--- src/rtl/mem_responder_pkg.sv ---
// Shared encodings for the CPU memory-bus responder: FSM states, request
// type and default word width.
package mem_responder_pkg;
    localparam int WORD_W_DEF = 16;

    typedef enum logic [1:0] {
        RS_IDLE = 2'd0,
        RS_WAIT = 2'd1,
        RS_RESP = 2'd2,
        RS_HOLD = 2'd3
    } rs_state_e;

    typedef enum logic {
        REQ_RD = 1'b0,
        REQ_WR = 1'b1
    } req_type_e;
endpackage

--- src/rtl/mem_responder_if.sv ---
// CPU <-> responder memory bus: level requests in, one-cycle done pulses out.
interface mem_responder_if
    import mem_responder_pkg::*;
#(
    parameter int WORD_W = WORD_W_DEF
);
    logic              read_m;
    logic              write_m;
    logic [WORD_W-1:0] address;
    logic [WORD_W-1:0] write_data;
    logic [WORD_W-1:0] read_data;
    logic              input_ready;
    logic              ack_output;
    logic              busy;
    logic              req_error;

    modport master (
        output read_m, write_m, address, write_data,
        input  read_data, input_ready, ack_output, busy, req_error
    );

    modport slave (
        input  read_m, write_m, address, write_data,
        output read_data, input_ready, ack_output, busy, req_error
    );
endinterface

--- src/rtl/mem_responder_mem_array.sv ---
// DEPTH x WORD_W storage: synchronous write, asynchronous read; the single
// write port is shared by responder commits and backdoor loads.
module mem_array
    import mem_responder_pkg::*;
#(
    parameter int WORD_W = WORD_W_DEF,
    parameter int DEPTH  = 256,
    parameter int AW     = $clog2(DEPTH)
) (
    input  logic              clk,
    input  logic              cmt_en_i,
    input  logic [AW-1:0]     cmt_addr_i,
    input  logic [WORD_W-1:0] cmt_data_i,
    input  logic              ld_en_i,
    input  logic [AW-1:0]     ld_addr_i,
    input  logic [WORD_W-1:0] ld_data_i,
    input  logic [AW-1:0]     rd_addr_i,
    output logic [WORD_W-1:0] rd_data_o
);
    logic [WORD_W-1:0] mem [DEPTH];
    logic              we;
    logic [AW-1:0]     waddr;
    logic [WORD_W-1:0] wdata;

    // Commit and load are mutually exclusive by construction; commit wins anyway.
    assign we    = cmt_en_i | ld_en_i;
    assign waddr = cmt_en_i ? cmt_addr_i : ld_addr_i;
    assign wdata = cmt_en_i ? cmt_data_i : ld_data_i;

    always_ff @(posedge clk) begin
        if (we) mem[waddr] <= wdata;
    end

    assign rd_data_o = mem[rd_addr_i];
endmodule

--- src/rtl/mem_responder.sv ---
// Memory-side responder for the multicycle CPU: serves held read/write
// requests after LATENCY cycles, with a backdoor load port usable when idle.
module mem_responder
    import mem_responder_pkg::*;
#(
    parameter int WORD_W  = WORD_W_DEF,
    parameter int DEPTH   = 256,
    parameter int LATENCY = 2
) (
    input  logic              clk,
    input  logic              reset_n,
    mem_responder_if.slave    bus,
    input  logic              ld_en,
    input  logic [WORD_W-1:0] ld_addr,
    input  logic [WORD_W-1:0] ld_data
);
    localparam int AW = $clog2(DEPTH);

    generate
        if (LATENCY < 1 || LATENCY > 15) begin : g_bad_latency
            $error("mem_responder: LATENCY must be 1..15");
        end
        if ((1 << AW) != DEPTH) begin : g_bad_depth
            $error("mem_responder: DEPTH must be a power of two");
        end
    endgenerate

    rs_state_e         state_q;
    req_type_e         type_q;
    logic [AW-1:0]     addr_q;
    logic [WORD_W-1:0] data_q;
    logic [3:0]        cnt_q;
    logic [WORD_W-1:0] read_data_q;
    logic              input_ready_q, ack_q, err_q;

    logic              one_req, both_req, line_hi, cmt_en, ld_ok, idle;
    logic [AW-1:0]     cmt_addr;
    logic [WORD_W-1:0] cmt_data, mem_rdata;
    logic              unused_hi_bits;

    assign idle     = (state_q == RS_IDLE);
    assign one_req  = bus.read_m ^ bus.write_m;
    assign both_req = bus.read_m & bus.write_m;
    assign line_hi  = (type_q == REQ_WR) ? bus.write_m : bus.read_m;

    // Writes land on the edge that enters RESP; with LATENCY=1 that is the
    // sampling edge itself, so the live bus values are committed directly.
    assign cmt_en   = reset_n &&
                      ((idle && LATENCY == 1 && one_req && bus.write_m) ||
                       (state_q == RS_WAIT && cnt_q == 4'd1 && line_hi && type_q == REQ_WR));
    assign cmt_addr = idle ? bus.address[AW-1:0] : addr_q;
    assign cmt_data = idle ? bus.write_data : data_q;
    assign ld_ok    = reset_n && idle && !bus.read_m && !bus.write_m && ld_en;

    assign unused_hi_bits = ^{bus.address[WORD_W-1:AW], ld_addr[WORD_W-1:AW]};

    mem_array #(.WORD_W(WORD_W), .DEPTH(DEPTH), .AW(AW)) u_mem (
        .clk        (clk),
        .cmt_en_i   (cmt_en),
        .cmt_addr_i (cmt_addr),
        .cmt_data_i (cmt_data),
        .ld_en_i    (ld_ok),
        .ld_addr_i  (ld_addr[AW-1:0]),
        .ld_data_i  (ld_data),
        .rd_addr_i  (addr_q),
        .rd_data_o  (mem_rdata)
    );

    always_ff @(posedge clk) begin
        if (!reset_n) begin
            state_q       <= RS_IDLE;
            read_data_q   <= '0;
            input_ready_q <= 1'b0;
            ack_q         <= 1'b0;
            err_q         <= 1'b0;
        end else begin
            input_ready_q <= 1'b0;
            ack_q         <= 1'b0;
            err_q         <= 1'b0;
            case (state_q)
                RS_IDLE: begin
                    if (both_req) begin
                        err_q <= 1'b1;
                    end else if (one_req) begin
                        type_q  <= bus.write_m ? REQ_WR : REQ_RD;
                        addr_q  <= bus.address[AW-1:0];
                        data_q  <= bus.write_data;
                        cnt_q   <= 4'(LATENCY - 1);
                        state_q <= (LATENCY == 1) ? RS_RESP : RS_WAIT;
                    end
                end
                RS_WAIT: begin
                    cnt_q <= cnt_q - 4'd1;
                    if (!line_hi)            state_q <= RS_IDLE;
                    else if (cnt_q == 4'd1)  state_q <= RS_RESP;
                end
                RS_RESP: begin
                    if (type_q == REQ_RD) begin
                        input_ready_q <= 1'b1;
                        read_data_q   <= mem_rdata;
                    end else begin
                        ack_q <= 1'b1;
                    end
                    // A still-held request parks in HOLD so it is not served twice.
                    state_q <= line_hi ? RS_HOLD : RS_IDLE;
                end
                RS_HOLD: begin
                    if (!bus.read_m && !bus.write_m) state_q <= RS_IDLE;
                end
                default: state_q <= RS_IDLE;
            endcase
        end
    end

    assign bus.read_data   = read_data_q;
    assign bus.input_ready = input_ready_q;
    assign bus.ack_output  = ack_q;
    assign bus.req_error   = err_q;
    assign bus.busy        = !idle;
endmodule

--- src/flat_wrapper.sv ---
// flat-port wrapper written by rule: the top's interface ports become plain ports
module mem_responder_flat import mem_responder_pkg::*;
#(
    parameter int WORD_W  = WORD_W_DEF,
    parameter int DEPTH   = 256,
    parameter int LATENCY = 2
)
  (clk, reset_n, ld_en, ld_addr, ld_data, bus_read_m, bus_write_m, bus_address, bus_write_data, bus_read_data, bus_input_ready, bus_ack_output, bus_busy, bus_req_error);
  mem_responder_if #(.WORD_W(WORD_W)) bus_i ();
  input  logic clk;
  input  logic reset_n;
  input  logic ld_en;
  input  logic [WORD_W-1:0] ld_addr;
  input  logic [WORD_W-1:0] ld_data;
  input wire logic [$bits(bus_i.read_m)-1:0] bus_read_m;
  input wire logic [$bits(bus_i.write_m)-1:0] bus_write_m;
  input wire logic [$bits(bus_i.address)-1:0] bus_address;
  input wire logic [$bits(bus_i.write_data)-1:0] bus_write_data;
  output wire logic [$bits(bus_i.read_data)-1:0] bus_read_data;
  output wire logic [$bits(bus_i.input_ready)-1:0] bus_input_ready;
  output wire logic [$bits(bus_i.ack_output)-1:0] bus_ack_output;
  output wire logic [$bits(bus_i.busy)-1:0] bus_busy;
  output wire logic [$bits(bus_i.req_error)-1:0] bus_req_error;
  assign bus_i.read_m = bus_read_m;
  assign bus_i.write_m = bus_write_m;
  assign bus_i.address = bus_address;
  assign bus_i.write_data = bus_write_data;
  assign bus_read_data = bus_i.read_data;
  assign bus_input_ready = bus_i.input_ready;
  assign bus_ack_output = bus_i.ack_output;
  assign bus_busy = bus_i.busy;
  assign bus_req_error = bus_i.req_error;
  mem_responder #(.WORD_W(WORD_W), .DEPTH(DEPTH), .LATENCY(LATENCY)) u_core (.clk(clk), .reset_n(reset_n), .bus(bus_i), .ld_en(ld_en), .ld_addr(ld_addr), .ld_data(ld_data));
endmodule
--- config.mk ---
export PLATFORM = sky130hd
export DESIGN_NAME = mem_responder_flat
export DESIGN_NICKNAME = d
export VERILOG_FILES = /design/src/rtl/mem_responder_pkg.sv /design/src/rtl/mem_responder_if.sv /design/src/rtl/mem_responder_mem_array.sv /design/src/rtl/mem_responder.sv /design/src/flat_wrapper.sv
export SDC_FILE = /design/constraint.sdc
export NUM_CORES = 2
export LEC_CHECK = 0
export BUFFER_PORTS_ARGS = -buffer_cell sky130_fd_sc_hd__buf_2
export CAP_MARGIN = 20
export CORE_ASPECT_RATIO = 1.4
export CORE_MARGIN = 2
export CORE_UTILIZATION = 34
export CTS_CLUSTER_SIZE = 24
export DETAILED_ROUTE_END_ITERATION = 8
export GPL_ROUTABILITY_DRIVEN = 0
export SLEW_MARGIN = 25
export SYNTH_ARGS = -nofsm -noshare
export SYNTH_HDL_FRONTEND = slang
export SYNTH_HIERARCHICAL = 1
export SYNTH_SLANG_ARGS = --single-unit
--- constraint.sdc ---
create_clock -name clk -period 14.2 [get_ports clk]
set_clock_uncertainty 0.1 [all_clocks]
set_input_delay 3.55 -clock clk [delete_from_list [all_inputs] [get_ports clk]]
set_output_delay 3.55 -clock clk [all_outputs]
set_load 0.01 [all_outputs]
; Yosys cells after proc, flatten, opt, wreduce, memory -nomap -nowiden
; Memory sizes are Yosys's and may differ from the RTL's. A register that Yosys moved wholly into a read port is not among the register bits.
; Index checks and enable logic that the tools add are counted.
[classes]
n_addsub = 1
n_eq_ne = 8
n_mux = 21
bitwise = 5
reduce_logical = 21
[op_table]
columns = cell, n
row1 = 2-to-1 mux 16 bit, 2
row2 = 2-to-1 mux 8 bit, 2
row3 = 2-to-1 mux 2 bit, 6
row4 = AND reduction 4 bit, 3
row5 = logical AND 1 bit, 9
row6 = 2-to-1 mux 4 bit, 2
row7 = one-hot mux 2 bit (4 select lines), 1
row8 = one-hot mux 4 bit (2 select lines), 1
row9 = 2-to-1 mux 1 bit, 7
row10 = AND reduction 2 bit, 3
row11 = "== test 2 bit, second input constant", 2
row12 = "== test 4 x 1 -> 1 bit, second input constant", 1
row13 = logical NOT 1 bit, 4
row14 = "inequality test 2 x 1 -> 1 bit, second input constant", 2
row15 = "subtractor 4 x 1 -> 4 bit, second input constant", 1
row16 = "inequality test 3 bit, second input constant", 1
row17 = "== test 2 x 1 -> 1 bit, second input constant", 1
row18 = logical NOT 2 bit, 1
row19 = "inequality test 2 bit, second input constant", 1
row20 = inverter 1 bit, 2
row21 = nonzero test 2 bit, 1
row22 = bitwise AND 1 bit, 1
row23 = OR 1 bit, 1
row24 = XOR 1 bit, 1
[word_totals]
regBits = 34
mem_bits_rw = 4096
input_bits = 69
out_inout_bits = 20
wordCells = 65
n_memories = 1
[mem_list]
columns = name, words, width, rd, rd_clocked_by_memory_dff, wr, line
row1 = u_core.u_mem.mem, 256, 16, 1, 1, 1, mem_responder_mem_array.sv:20  ; logic [WORD_W-1:0] mem [DEPTH];

; Depth between registers and ports, before layout
[depth]
depth_word = 8
ltp_mapped = 15

; By module
; The synthesis kept the hierarchy.
[by_module_without_submodules]
columns = mod, instances, cells_each, area_per_inst_um2, seq_area_each_um2
row1 = mem_array, 1, 7445, 159210.2, 122998.0
row2 = mem_responder, 1, 170, 2148.3, 1291.2

; Least setup slack after synthesis
; Ideal clock, no wire load.
[synth_timing]
path_kind = input-to-reg
startpoint = input bus_write_m
endpoint = memory u_core/u_mem/mem[0][10] in the netlist's numbering (data pin)
setup_ps = 556
arrival_ps = 6945
required_ps = 13544
path_slack_ps = 6599
cell_stages = 6
cell_sequence = mux2i_1 > nor4b_1 > clkbuf_1 > buf_1 > buf_1 > mux2_2
[synth_between]
elab_chain_cells = 5
[synth_rtl]
columns = element, line
row1 = start: declaration, flat_wrapper.sv:16  ; input wire logic [$bits(bus_i.write_m)-1:0] bus_write_m;
row2 = 2-to-1 mux 1 bit, mem_responder.sv:44  ; assign line_hi = (type_q == REQ_WR) ? bus.write_m : bus.read_m;
row3 = logical AND 1 bit (2 in a row), mem_responder.sv:50  ; (state_q == RS_WAIT && cnt_q == 4'd1 && line_hi && type_q == REQ_WR));
row4 = logical AND 1 bit, mem_responder.sv:48  ; assign cmt_en = reset_n &&
row5 = net u_core.cmt_en, mem_responder.sv:36  ; logic one_req, both_req, line_hi, cmt_en, ld_ok, idle;
row6 = 2-to-1 mux 16 bit, mem_responder_mem_array.sv:28  ; assign wdata = cmt_en_i ? cmt_data_i : ld_data_i;
row7 = net u_core.u_mem.wdata[10], mem_responder_mem_array.sv:23  ; logic [WORD_W-1:0] wdata;
row8 = end: declaration, mem_responder_mem_array.sv:20
; The timed path passes the listed nets, and every way through them passes these cells.

; Final worst setup path
[layout_timing]
startpoint = input reset_n
endpoint = memory u_core/u_mem/mem[131][9] in the netlist's numbering (data pin)
[layout_between]
elab_chain_cells = 2
[layout_rtl]
columns = element, line
row1 = start: declaration, flat_wrapper.sv:11  ; input logic reset_n;
row2 = logical AND 1 bit, mem_responder.sv:48
row3 = net u_core.cmt_en, mem_responder.sv:36
row4 = 2-to-1 mux 16 bit, mem_responder_mem_array.sv:28
row5 = net u_core.u_mem.wdata[9], mem_responder_mem_array.sv:23
; The timed path passes the listed nets, and every way through them passes these cells.

==> metrics.md <==
| Metric | Value |
|---|---|
| Filler Cell Count | between 40000 and 50000 |
| Register Area | roughly 120000 sq um |
| CTS tree | built |
| Area grow syn2layout | 12.8% |
| Syn nets | between 7000 and 8000 |
| Clock-pin slew of the registers on the worst-case setup and hold paths | ~0.060 ns |
| Pwr/cell area | 134 nW/um^2 |
| Clock tree root driver cell | clkbuf_16 |
| CP Launch Type | primary input |
| CP Data Arrival Time | 8.78 ns |
| Multi-input gate area | roughly 35000 sq um |
| CTS max path bufs | 4 |
| CP delay by family, top | buffers and inverters |
| Initial antenna violation count | 28 |
| Layout cells sized above 1 | roughly a quarter |
| I/O Buffers | 72 |
| Synth Area in Compound Gates | 3.39% |
| Wire per inst | approximately 30 microns |
| Die Ht | 819 microns |
| Core footprint | about 470000 sq um |
| CP bufs+invs | 5 |
| Drt drc | 0 |
| Htree depth | 5 |
| First-pass DRT Iterations | 6 |
| Post-Synth Adder-Cell Area | less than 1% |
| # Post-CTS Setup Buffers | 0 |
| Setup tns final | 0 ns |
| CP cell instances | buf_2, nand2_1, nor4b_2, buf_4, buf_4, mux2_8, buf_4, buf_4 |
| Num CTS Buffers | 362 |
| Kind of critical path | primary input to register |
| Synth Area in XOR/XNOR | 0.0109% |
| # Max-Cap Violations | 0 |
| Final Slew Violations | 0 |
| Vias in the first global route | approximately 80000 |
| CTS Hold Bufs | 0 |
| Status | complete, no violations |
| Post-layout min period | roughly 8.3 ns |
| Critical Path Sink Type | register |
| Starting Density | 34.1% |
| Largest family of logic cells by synthesized area | multiplexers |
| Clock latency on the worst-skew pair | approximately 0.96 ns |
| Synth Area in Simple Gates | ~2.2% |
| Die width | about 590 microns |
| Final Cycle Share | slightly below 60% |
| HPWL after detailed placement | between 200 and 300 mm |
| Lkg Pwr | roughly 57 nW |
| Clk sinks | around 4100 |
| CP max stage delay | 0.86 ns |
| Peak VDD IR | about 0.1 mV |
| Worst-Margin Slew | roughly 1.3 ns |
| Slew HR | approximately an eighth |
| Avg Inst Size Synth | between 20 and 25 sq um |
| DIE AREA | about 480000 sq um |
| DR vias/cell | ~5.4 |
| EDFF count, synth | just over 4000 |
| Routed vias | 79100 |
| ANT nets after route | 0 |
| Total gr overflow | 0 |
| Final core utilization | slightly below 40% |
| DRT iter0 DRCs | 8744 |
| Setup Viol. Count Final | 0 |
| I/O Pins | 89 |
| Worst-path fanout max | slightly below 100 |
| Post-Route WL | between 400 and 500 mm |
| Mux contribution to synthesized area | between 10% and 20% |
| Post-synthesis sequential area ratio | between 70% and 80% |
| RSZ-0062 raised after global routing | no |
| Slowest-stage cell, CP | buf_4 |
| Worst Hold Class | register to register |
| GRT Util Overall | between 15 and 20% |
| Most used cell, CP | buf_4 |
| Synth cell types | 77 |
| Critical Path RT | about 15 ns |
| #FFs+latches synth | 4146 |
| First-pass GRT wire length | a little over 600 mm |
| Largest net degree at the start of global routing | between 100 and 150 |
| Total Nets Final | between 8000 and 9000 |
| Post-Syn Area | 161000 sq um |
| Row count | ~300 |
| Asr flop ratio synth | 0% |
| Mapped Cells | ~7600 |
| Post_cts resized | 0 |
| Final Hold Violating Endpoints | 0 |
| Final cell count without fillers | roughly 15000 |
| Synth Flop Type | edfxtp_1 |
| F_max | around 0.12 GHz |
| Placed cell count | 14000 |
| Ys Warns | 6 |
[cells by family after synthesis]
logic type,count (synthesis)
simple gates,799
xor+xnor,2
fa+ha+maj,4
flops,4146
mux,1414
compound gates,776
buf+inv,474
[cell usage in the layout, fill, tap and decap left out, types with 21 or more instances in the layout]
cell type	instances
o221ai_1	135
nor2_2	24
a221oi_1	50
a22oi_1	50
diode_2	59
clkbuf_16	370
mux2_2	71
nand2_1	174
mux4_1	21
edfxtp_1	4125
o21ai_0	58
nor2_1	273
clkinv_1	84
mux2i_1	493
mux4_2	813
buf_4	395
buf_2	72
nor3_1	157
o32ai_1	24
clkbuf_1	59
clkinv_2	79
bufinv_16	31
dfxtp_1	21
o22ai_1	188
a21oi_1	139
a22o_1	34
[Yosys cell counts, drive strengths merged, types with 18 or more instances]
master | count | share of area, %
nand2 | 176 | 0.41
clkbuf | 171 | 0.43
nand4 | 20 | 0.078
a22oi | 50 | 0.23
nor4 | 23 | 0.089
a21oi | 139 | 0.43
o221ai | 136 | 0.74
mux2i | 493 | 3.1
inv | 18 | 0.042
o32ai | 30 | 0.16
mux2 | 87 | 0.61
mux4 | 834 | 12
o22ai | 191 | 0.75
dfxtp | 21 | 0.26
a22o | 34 | 0.18
edfxtp | 4125 | 77
buf | 280 | 1.5
nor2 | 312 | 0.73
a221oi | 50 | 0.27
o21ai | 61 | 0.19
nor3 | 167 | 0.52
nand3 | 33 | 0.10
[worst paths after layout]
path / start / endpoint / slack [ns] / cells after the start
min: u_core/bus.read_data[7] / u_core/bus.read_data[7] / 0.35 / 2
max reg2reg: u_core/addr_q[1] / u_core/bus.read_data[9] / 7.63 / 12
min reg2reg: u_core/bus.read_data[7] / u_core/bus.read_data[7] / 0.35 / 2
max: reset_n / u_core/u_mem/mem[131][9] / 5.89 / 8
[report_power, final]
group	total, mW	switching, mW	internal (mW)
clock	9.75	4.40	5.35
sequential	13.5	0.00449	13.5
combinational	1.18	0.819	0.362
total	24.4	5.22	19.2
[state kept, by name, indices dropped and copies added (netlist names)]
signal,cells
u_core/type_q,1
u_core/state_q,2
u_core/bus.read_data,16
u_core/bus.req_error,1
u_core/bus.ack_output,1
u_core/data_q,16
u_core/cnt_q,4
u_core/u_mem/mem,4096
u_core/bus.input_ready,1
u_core/addr_q,8
[cell type report]
class	count	area share [%]
Tap cell	6321	4.35
Multi-Input combinational cell	2995	19.0
Sequential cell	4146	68.3
Timing Repair Buffer	478	1.95
Antenna cell	59	0.0811
Inverter	18	0.0426
Clock buffer	429	5.21
Clock inverter	229	1.11
[metal layers]
layer  up-vias  part of all wire [%]  global-route usage [%]
li1      32800                     -                       -
met1     42300                    34                    20.2
met2      3136                    52                    31.8
met3       815                   6.3                    2.70
met4         8                   7.2                    11.4
met5         -                 0.011                       0
[worst min-delay path, delay by kind of cell, from the launching register on]
| kind | cells | cell delay, ns |
|---|---|---|
| flip-flops | 1 | 0.31 |
| AO/OA/AOI/OAI | 1 | 0.05 |
| AND/OR/NAND/NOR | 1 | 0.05 |
[through the flow]
stage | hold slack [ns] | worst slack (ns) | instance area, sq um | power [mW]
global route | 0.372 | 5.79 | 182000 | 25.0
floorplan | 0.379 | 6.60 | 161000 | 14.5
CTS | 0.360 | 5.94 | 182000 | 24.6
finish | 0.355 | 5.89 | 182000 | 24.4
global placement | 0.354 | 5.12 | 170000 | 14.9
detailed placement | 0.351 | 4.98 | 170000 | 14.9
Note: power is estimated with default switching activity, not from simulation.
